**config.mk**
```make
export PLATFORM = sky130hd
export DESIGN_NAME = fifo_synch_1r1w_param
export DESIGN_NICKNAME = d
export VERILOG_FILES = /design/src/rtl/fifo_synch_1r1w_param.sv
export SDC_FILE = /design/constraint.sdc
export NUM_CORES = 1
export LEC_CHECK = 0
export CORE_MARGIN = 1
export CORE_UTILIZATION = 25
export CTS_BUF_LIST = sky130_fd_sc_hd__clkbuf_4 sky130_fd_sc_hd__clkbuf_8
export CTS_CLUSTER_SIZE = 8
export DETAILED_ROUTE_END_ITERATION = 10
export PLACE_DENSITY = 0.52
export REMOVE_ABC_BUFFERS = 1
export SYNTH_ARGS = -nofsm -noshare
export SYNTH_HDL_FRONTEND = slang
export SYNTH_SLANG_ARGS = --single-unit
```
**constraint.sdc**
```tcl
create_clock -name clk_i -period 2.25 [get_ports clk_i]
set_clock_uncertainty 0.2 [all_clocks]
set_input_delay 0.45 -clock clk_i [delete_from_list [all_inputs] [get_ports clk_i]]
set_output_delay 0.45 -clock clk_i [all_outputs]
set_load 0.03 [all_outputs]
```
**src/rtl/fifo_synch_1r1w_param.sv**
```systemverilog
// Parametrised synchronous 1r1w FIFO: valid-ready in, valid-yumi out, with count, threshold flags and flush.
// Define FIFO_BYPASS_EN to let an empty FIFO cut data_i straight through to data_o.
module fifo_synch_1r1w_param #(
    parameter int width_p     = 8,
    parameter int depth_p     = 8,
    parameter int af_margin_p = 1,
    parameter int ae_margin_p = 1
) (
    input  logic                       clk_i,
    input  logic                       reset_n_i,
    input  logic                       flush_i,
    input  logic [width_p-1:0]         data_i,
    input  logic                       valid_i,
    output logic                       ready_o,
    output logic                       valid_o,
    output logic [width_p-1:0]         data_o,
    input  logic                       yumi_i,
    output logic [$clog2(depth_p):0]   count_o,
    output logic                       almost_full_o,
    output logic                       almost_empty_o
);

    localparam int addr_w_lp = $clog2(depth_p);
    localparam int ptr_w_lp  = addr_w_lp + 1;
    localparam logic [ptr_w_lp-1:0] af_lvl_lp = ptr_w_lp'(depth_p - af_margin_p);
    localparam logic [ptr_w_lp-1:0] ae_lvl_lp = ptr_w_lp'(ae_margin_p);

    generate
        if (depth_p < 2 || (depth_p & (depth_p - 1)) != 0) begin : g_bad_depth
            $error("fifo_synch_1r1w_param: depth_p must be a power of two >= 2");
        end
        if (af_margin_p < 0 || af_margin_p >= depth_p || ae_margin_p < 0 || ae_margin_p >= depth_p) begin : g_bad_margin
            $error("fifo_synch_1r1w_param: margins must lie in [0, depth_p)");
        end
    endgenerate

    logic [width_p-1:0]   mem [depth_p];
    logic [ptr_w_lp-1:0]  wptr_q, rptr_q, wptr_n, rptr_n;
    logic [ptr_w_lp-1:0]  count_q;
    logic [width_p-1:0]   obuf_q, obuf_n;
    logic [addr_w_lp-1:0] rd_nxt;
    logic                 empty, full, enq, deq, bypass_take;

    assign empty  = (wptr_q == rptr_q);
    assign full   = (wptr_q[addr_w_lp-1:0] == rptr_q[addr_w_lp-1:0])
                  && (wptr_q[addr_w_lp] != rptr_q[addr_w_lp]);
    assign rd_nxt = rptr_q[addr_w_lp-1:0] + addr_w_lp'(1);

`ifdef FIFO_BYPASS_EN
    // A word consumed in the cycle it arrives at an empty FIFO is never stored.
    assign bypass_take = empty & ~flush_i & valid_i & yumi_i;
`else
    assign bypass_take = 1'b0;
`endif

    assign enq = valid_i & ~full & ~flush_i & ~bypass_take;
    assign deq = yumi_i & ~empty & ~flush_i;

    always_comb begin
        wptr_n = wptr_q;
        rptr_n = rptr_q;
        obuf_n = obuf_q;
        if (flush_i) begin
            wptr_n = '0;
            rptr_n = '0;
        end else begin
            if (enq) wptr_n = wptr_q + ptr_w_lp'(1);
            if (deq) rptr_n = rptr_q + ptr_w_lp'(1);
            // With one entry the next head is the word arriving now, not yet in mem.
            if (enq && (empty || (deq && count_q == ptr_w_lp'(1))))
                obuf_n = data_i;
            else if (deq)
                obuf_n = mem[rd_nxt];
        end
    end

    always_ff @(posedge clk_i or negedge reset_n_i) begin
        if (!reset_n_i) begin
            wptr_q  <= '0;
            rptr_q  <= '0;
            count_q <= '0;
            obuf_q  <= '0;
        end else begin
            wptr_q  <= wptr_n;
            rptr_q  <= rptr_n;
            count_q <= wptr_n - rptr_n;
            obuf_q  <= obuf_n;
        end
    end

    always_ff @(posedge clk_i) begin
        if (enq) mem[wptr_q[addr_w_lp-1:0]] <= data_i;
    end

    assign ready_o        = ~full;
    assign count_o        = count_q;
    assign almost_full_o  = (count_q >= af_lvl_lp);
    assign almost_empty_o = (count_q <= ae_lvl_lp);

`ifdef FIFO_BYPASS_EN
    assign valid_o = ~empty | (~flush_i & valid_i);
    assign data_o  = (empty & ~flush_i) ? data_i : obuf_q;
`else
    assign valid_o = ~empty;
    assign data_o  = obuf_q;
`endif

endmodule

```
==> results of run 1 <==
stage by stage:
| step | total power [W] | util | setup WS (ps) | instance area [sq um] |
|---|---|---|---|---|
| 3_5_place_dp | 0.00340 | 0.314 | -408 | 4540 |
| 5_1_grt | 0.00490 | 0.336 | -176 | 4860 |
| 2_1_floorplan | 0.00277 | - | -1010 | 3640 |
| 6_report | 0.00468 | 0.336 | -101 | 4860 |
| 3_3_place_gp | 0.00338 | 0.314 | -364 | 4540 |
| 4_1_cts | 0.00473 | 0.334 | -138 | 4840 |
power breakdown:
| part | internal (W) | leakage (nW) | switching, W |
|---|---|---|---|
| clock | 0.000693 | 0.120 | 0.000560 |
| combinational | 0.000772 | 0.831 | 0.000763 |
| sequential | 0.00180 | 0.830 | 0.0000864 |
cell usage after synthesis:
library cell and count:
a21boi_1 1, a21o_1 1, a21oi_1 2, a31o_2 1, a31oi_1 1, a41o_4 1, and4_1 1, buf_2 7
buf_4 1, buf_6 1, clkbuf_1 1, dfrtp_1 20, edfxtp_1 64, fa_1 1, ha_1 5, inv_1 13
mux2_2 8, mux2i_1 20, mux4_2 16, nand2_1 2, nand2b_1 2, nand3_1 5, nand3b_1 1, nand4_1 4
nor2_1 12, nor2_8 1, nor2b_1 2, nor3_1 3, nor3b_1 1, o21ai_0 2, o31ai_2 1, or2_1 1
or2_2 2, or3_1 1, xnor2_1 4, xnor2_2 2, xor2_1 6, xor2_2 1
timing repair:
item / CTS / global route
resized for setup: 11 / 5
cloned: 1 / 0
hold endpoints to repair: 0 / 0
setup endpoints to repair: 9 / 10
pin swaps: 2 / 12
setup buffers: 0 / 2
sequential cells by signal, summed over array words and instances (netlist names):
name	count
mem	64
count_o	4
rptr_q	4
data_o	8
wptr_q	4
how the worst max path moves through the flow:
stage / start / end / slack (ps)
6_report: rptr_q[0] / count_o[3] / -100
5_1_grt: rptr_q[0] / count_o[3] / -180
4_1_cts: rptr_q[2] / count_o[3] / -140
3_5_place_dp: yumi_i / count_o[2] / -410
3_3_place_gp: yumi_i / count_o[3] / -360
2_1_floorplan: rptr_q[0] / count_o[1] / -1010
cell type report:
cell class / count / area [sq um] / area share
sequential: 84 / 2420 / 0.499
timing repair buffer: 80 / 712 / 0.146
multi-input combinational: 111 / 1210 / 0.249
clock buffer: 12 / 153 / 0.0314
inverter: 13 / 48.8 / 0.0100
clock inverter: 4 / 80.1 / 0.0165
tap: 184 / 230 / 0.0474
critical path, stage by stage, from the launching register on:
cell     delay, ps
dfrtp_1        430
xnor2_2        160
buf_4          140
a41o_4         250
mux2i_1        110
or2_1          250
ha_1           310
a21o_1         170
a21oi_2        130
xnor2_1        130
logic make-up after synthesis:
logic type	count (synthesis)
compound gates	10
xor+xnor	13
fa+ha+maj	6
buf+inv	23
flops	84
mux	44
simple gates	38
layer usage:
metal | track usage | vias to the layer above | share of wire
met2 | 0.181 | 33 | 0.50
met3 | 0.0161 | 11 | 0.033
met5 | 0 | - | 0
li1 | - | 986 | -
met4 | 0.0610 | 0 | 0.022
met1 | 0.147 | 1070 | 0.44
==> out/qor.csv, run 1 <==
metric,value,unit
CTS Hold Bufs,0,
Nets,318,
Max Clock Freq,425,MHz
class of the worst hold path,in -> async,
worst-margin pin slew,327,ps
total number of vias,2100,
Worst R2R Start,rptr_q[0],
total core area,14500,sq um
later-pin clock latency in the skew report,360,ps
count of final hold-check violations,0,
post-route setup TNS,-205,ps
die height,124,um
largest net degree at the start of global routing,21,
Reg2Reg Setup Slack,-100,ps
Worst EP required,2330,ps
crit path kind,reg -> reg,
RSZ-0062 raised after global routing,yes,
drt pass-1 iters,4,
Cells after Synth,218,
proportion of synthesized area in mux cells,0.176,
failing checks,negative setup slack,
global-route wire length before repair,12100,um
reg2reg path depth,9,
Worst Hold Slack,238,ps
top post-synthesis cells by area,"edfxtp_1 52%, dfrtp_1 14%, mux4_2 9.8%, mux2i_1 5.4%, mux2_2 2.4%",
final setup fails,3,
synth unique cells,38,
Die Width,124,um
Pleak,1.78,nW
"FF+latch count, synth",84,
CTS Sinks,84,
Via density,4.30,
Worst VDD drop,0.290,mV
DP Wirelength,5550,um
Synth Area in Simple Gates,0.0572,
htree depth,3,
total CTS buffers,9,
final worst-path cycle share,1.05,
Syn. warnings,0,
CP max FO,3,
most frequent cells in the layout,"64 x edfxtp_1, 50 x buf_4, 24 x clkdlybuf4s50_1, 20 x mux2i_1, 18 x dfrtp_1",
Final ANT Viol Nets,0,
TritonCTS clock tree,built,
placed insts,470,
adder-cell share of the synthesized area,0.0224,
Final WS setup,-101,ps
drt total wl,7900,um
die area,15300,sq um
antenna cells,0,
minimum clock period,2350,ps
Wirelength per Cell,16.2,um
Fillers,1398,
largest family of logic cells by synthesized area,multiplexers,
sequential fraction of the synthesis area,0.656,
crit path DAT,2430,ps
PD cells,962,nW/um^2
Top Ports,29,
clock-pin slew on the worst setup and hold paths,90,ps
Post-route DRC,0,
Worst slew margin,0.781,
average size of a mapped cell,16.9,sq um
run status,finished with violations,
Initial Utilization,0.255,
Synth top area share,0.520,
clk root buf,clkbuf_8,
"most common cell after layout, fill and taps aside",edfxtp_1,
Mapped Area,3690,sq um
layout cells sized above 1,0.375,
Critical Path Start Type,register,
DRT iter0 DRCs,80,
Synth Area in Compound Gates,0.0227,
RD Place Congestion,0.708,
post-synthesis xor/xnor area fraction,0.0369,
cell row count,44,
Port Buf Inserts,28,
"Slew Viols, Final",0,
Max-cap violations,0,
reg-to-reg critical path endpoint,count_o[3],
P&R area growth vs syn,31.6,%
Total GRT Usage,0.113,
GRT overflow,0,
final std cells w/o fill,488,
vias in the first global route,2155,
endpoint type of the worst setup path,register,
Yosys top cell by area,edfxtp_1,
initial antenna violation count,0,
CTS max path bufs,2,
Power figures use the tool's default switching activity.
==> run 2, diff against run 1 <==
--- a/config.mk
+++ b/config.mk
@@ -15,3 +15,4 @@
 export SYNTH_ARGS = -nofsm -noshare
 export SYNTH_HDL_FRONTEND = slang
 export SYNTH_SLANG_ARGS = --single-unit
+export TNS_END_PERCENT = 30
==> run 2 against run 1 <==
Net effect:
- largest power group unchanged
- sequential share of layout area increased by 0.21 points
- sequential cell count unchanged
- via count about the same
- die area unchanged
- total power decreased by 1.3%
- the flow still finishes with violations (negative setup slack)
- clock power about the same
- highest routed layer unchanged
- non-clock buffer count decreased by 2
- global-route usage decreased by 0.13 points
- hold slack got worse by 0.60 ps
- critical path depth unchanged
==> out/qor.csv, run 2 (same netlist as run 1, synthesis figures left out) <==
metric,value,unit,change
global-route wire length before repair,12000,um,-1.0%
total core area,14500,sq um,unchanged
total CTS buffers,9,,unchanged
CTS Sinks,84,,unchanged
Top Ports,29,,unchanged
drt total wl,7810,um,-1.2%
Final WS setup,-106,ps,-4.76 ps
DP Wirelength,5550,um,unchanged
Wirelength per Cell,16.1,um,-0.80%
PD cells,954,nW/um^2,-0.86%
Final ANT Viol Nets,0,,unchanged
Nets,316,,-0.63%
clock-pin slew on the worst setup and hold paths,90,ps,about the same
crit path DAT,2430,ps,about the same
Worst VDD drop,0.285,mV,-1.5%
most frequent cells in the layout,"64 x edfxtp_1, 45 x buf_4, 24 x clkdlybuf4s50_1, 20 x mux2i_1, 18 x dfrtp_1",,
class of the worst hold path,in -> async,,
Max Clock Freq,424,MHz,-0.20%
failing checks,negative setup slack,,
pre-CTS WS,-408,ps,unchanged
htree depth,3,,unchanged
"most common cell after layout, fill and taps aside",edfxtp_1,,
minimum clock period,2360,ps,+4.76 ps
reg2reg path depth,9,,unchanged
endpoint type of the worst setup path,register,,
initial antenna violation count,0,,unchanged
CTS max path bufs,2,,unchanged
RSZ-0062 raised after global routing,yes,,
final setup fails,3,,unchanged
P&R area growth vs syn,31.0,%,
RD Place Congestion,0.708,,unchanged
count of final hold-check violations,0,,unchanged
fin util,0.334,,-0.00138
Fillers,1397,,-0.072%
Max-cap violations,0,,unchanged
Worst EP required,2330,ps,about the same
TritonCTS clock tree,built,,
die height,124,um,unchanged
total number of vias,2098,,-0.095%
placed cell area,4540,sq um,unchanged
Port Buf Inserts,28,,unchanged
CP max FO,3,,unchanged
vias in the first global route,2148,,-0.32%
largest net degree at the start of global routing,21,,unchanged
Post-route DRC,0,,unchanged
crit path kind,reg -> reg,,
worst-margin pin slew,327,ps,-0.000596 ps
"Slew Viols, Final",0,,unchanged
antenna cells,0,,unchanged
run status,finished with violations,,
clk root buf,clkbuf_8,,
Critical Path Start Type,register,,
Pleak,1.77,nW,-0.68%
layout cells sized above 1,0.371,,-0.00414
Final Instance Area,4840,sq um,-0.41%
Reg2Reg Setup Slack,-110,ps,about the same
Via density,4.32,,+0.32%
cell row count,44,,unchanged
max reg flops,64,,unchanged
later-pin clock latency in the skew report,360,ps,about the same
Worst slew margin,0.781,,unchanged
Initial Utilization,0.255,,unchanged
die area,15300,sq um,unchanged
Total GRT Usage,0.111,,-0.00130
Die Width,124,um,unchanged
drt pass-1 iters,4,,unchanged
CTS Hold Bufs,0,,unchanged
DRT iter0 DRCs,81,,+1.3%
GRT overflow,0,,unchanged
final worst-path cycle share,1.05,,+0.00211
==> run 2: cell count changes in the layout (fill, tap and decap cells not counted), sizes merged <==
cell  delta
buf      -2
==> run 2: report_power, final <==
group	switching, W	internal, W	leakage [nW]
logic	0.000746	0.000731	0.818
registers	0.0000866	0.00180	0.830
clock network	0.000559	0.000693	0.120
total	0.00139	0.00322	1.77
==> run 2: worst max-delay path, cell delays in order (launching register included) <==
cell and delay [ps]:
dfrtp_1 420, xnor2_2 160, buf_4 150, a41o_4 260, mux2i_1 110, or2_1 250
ha_1 310, a21o_1 170, a21oi_2 130, xnor2_1 130
==> run 2: layer usage <==
layer | GRT usage | part of all wire
met5 | 0 | 0
met1 | 0.144 | 0.44
met4 | 0.0610 | 0.022
met2 | 0.180 | 0.51
met3 | 0.0161 | 0.028
==> run 2: layout make-up <==
cell class / instances / area [sq um] / share of cell area
multi-input cells: 111 / 1210 / 0.250
clock buffers: 12 / 153 / 0.0315
well taps: 184 / 230 / 0.0476
inverters: 13 / 48.8 / 0.0101
clock inverters: 4 / 80.1 / 0.0165
flip-flops and latches: 84 / 2420 / 0.501
repair buffers: 78 / 692 / 0.143
==> run 2: final timing paths <==
path,startpoint,endpoint
min in group clk_i,data_o[6],data_o[6]
hold / removal,reset_n_i,data_o[5]
setup reg to reg,rptr_q[1],count_o[3]
setup / recovery,rptr_q[1],count_o[3]
hold reg to reg,data_o[6],data_o[6]
max in group asynchronous,reset_n_i,rptr_q[3]
==> run 2: repair_timing <==
| item | 4_1_cts | 5_1_grt |
|---|---|---|
| pin swaps | 1 | 10 |
| gates resized for setup | 8 | 10 |
| endpoints found under the setup margin | 9 | 6 |
| hold endpoints to repair | 0 | 0 |
| buffers inserted | 0 | 1 |
==> run 2: metrics by stage <==
stage	TNS, ps	total power, W	hold slack, ps	instances
floorplan	-45930	0.00277	-45.6	208
global placement	-9670	0.00338	351	470
detailed placement	-8400	0.00340	366	470
CTS	-314	0.00466	245	486
global route	-578	0.00485	273	486
finish	-225	0.00462	238	486
==> run 3, diff against run 2 <==
--- a/config.mk
+++ b/config.mk
@@ -5,9 +5,11 @@
 export SDC_FILE = /design/constraint.sdc
 export NUM_CORES = 1
 export LEC_CHECK = 0
+export CAP_MARGIN = 20
 export CORE_MARGIN = 1
 export CORE_UTILIZATION = 25
 export CTS_BUF_LIST = sky130_fd_sc_hd__clkbuf_4 sky130_fd_sc_hd__clkbuf_8
+export CTS_CLUSTER_DIAMETER = 150
 export CTS_CLUSTER_SIZE = 8
 export DETAILED_ROUTE_END_ITERATION = 10
 export PLACE_DENSITY = 0.52
==> results of run 3 <==
The final DEF is identical to that of run 2; final timing and power are the same.
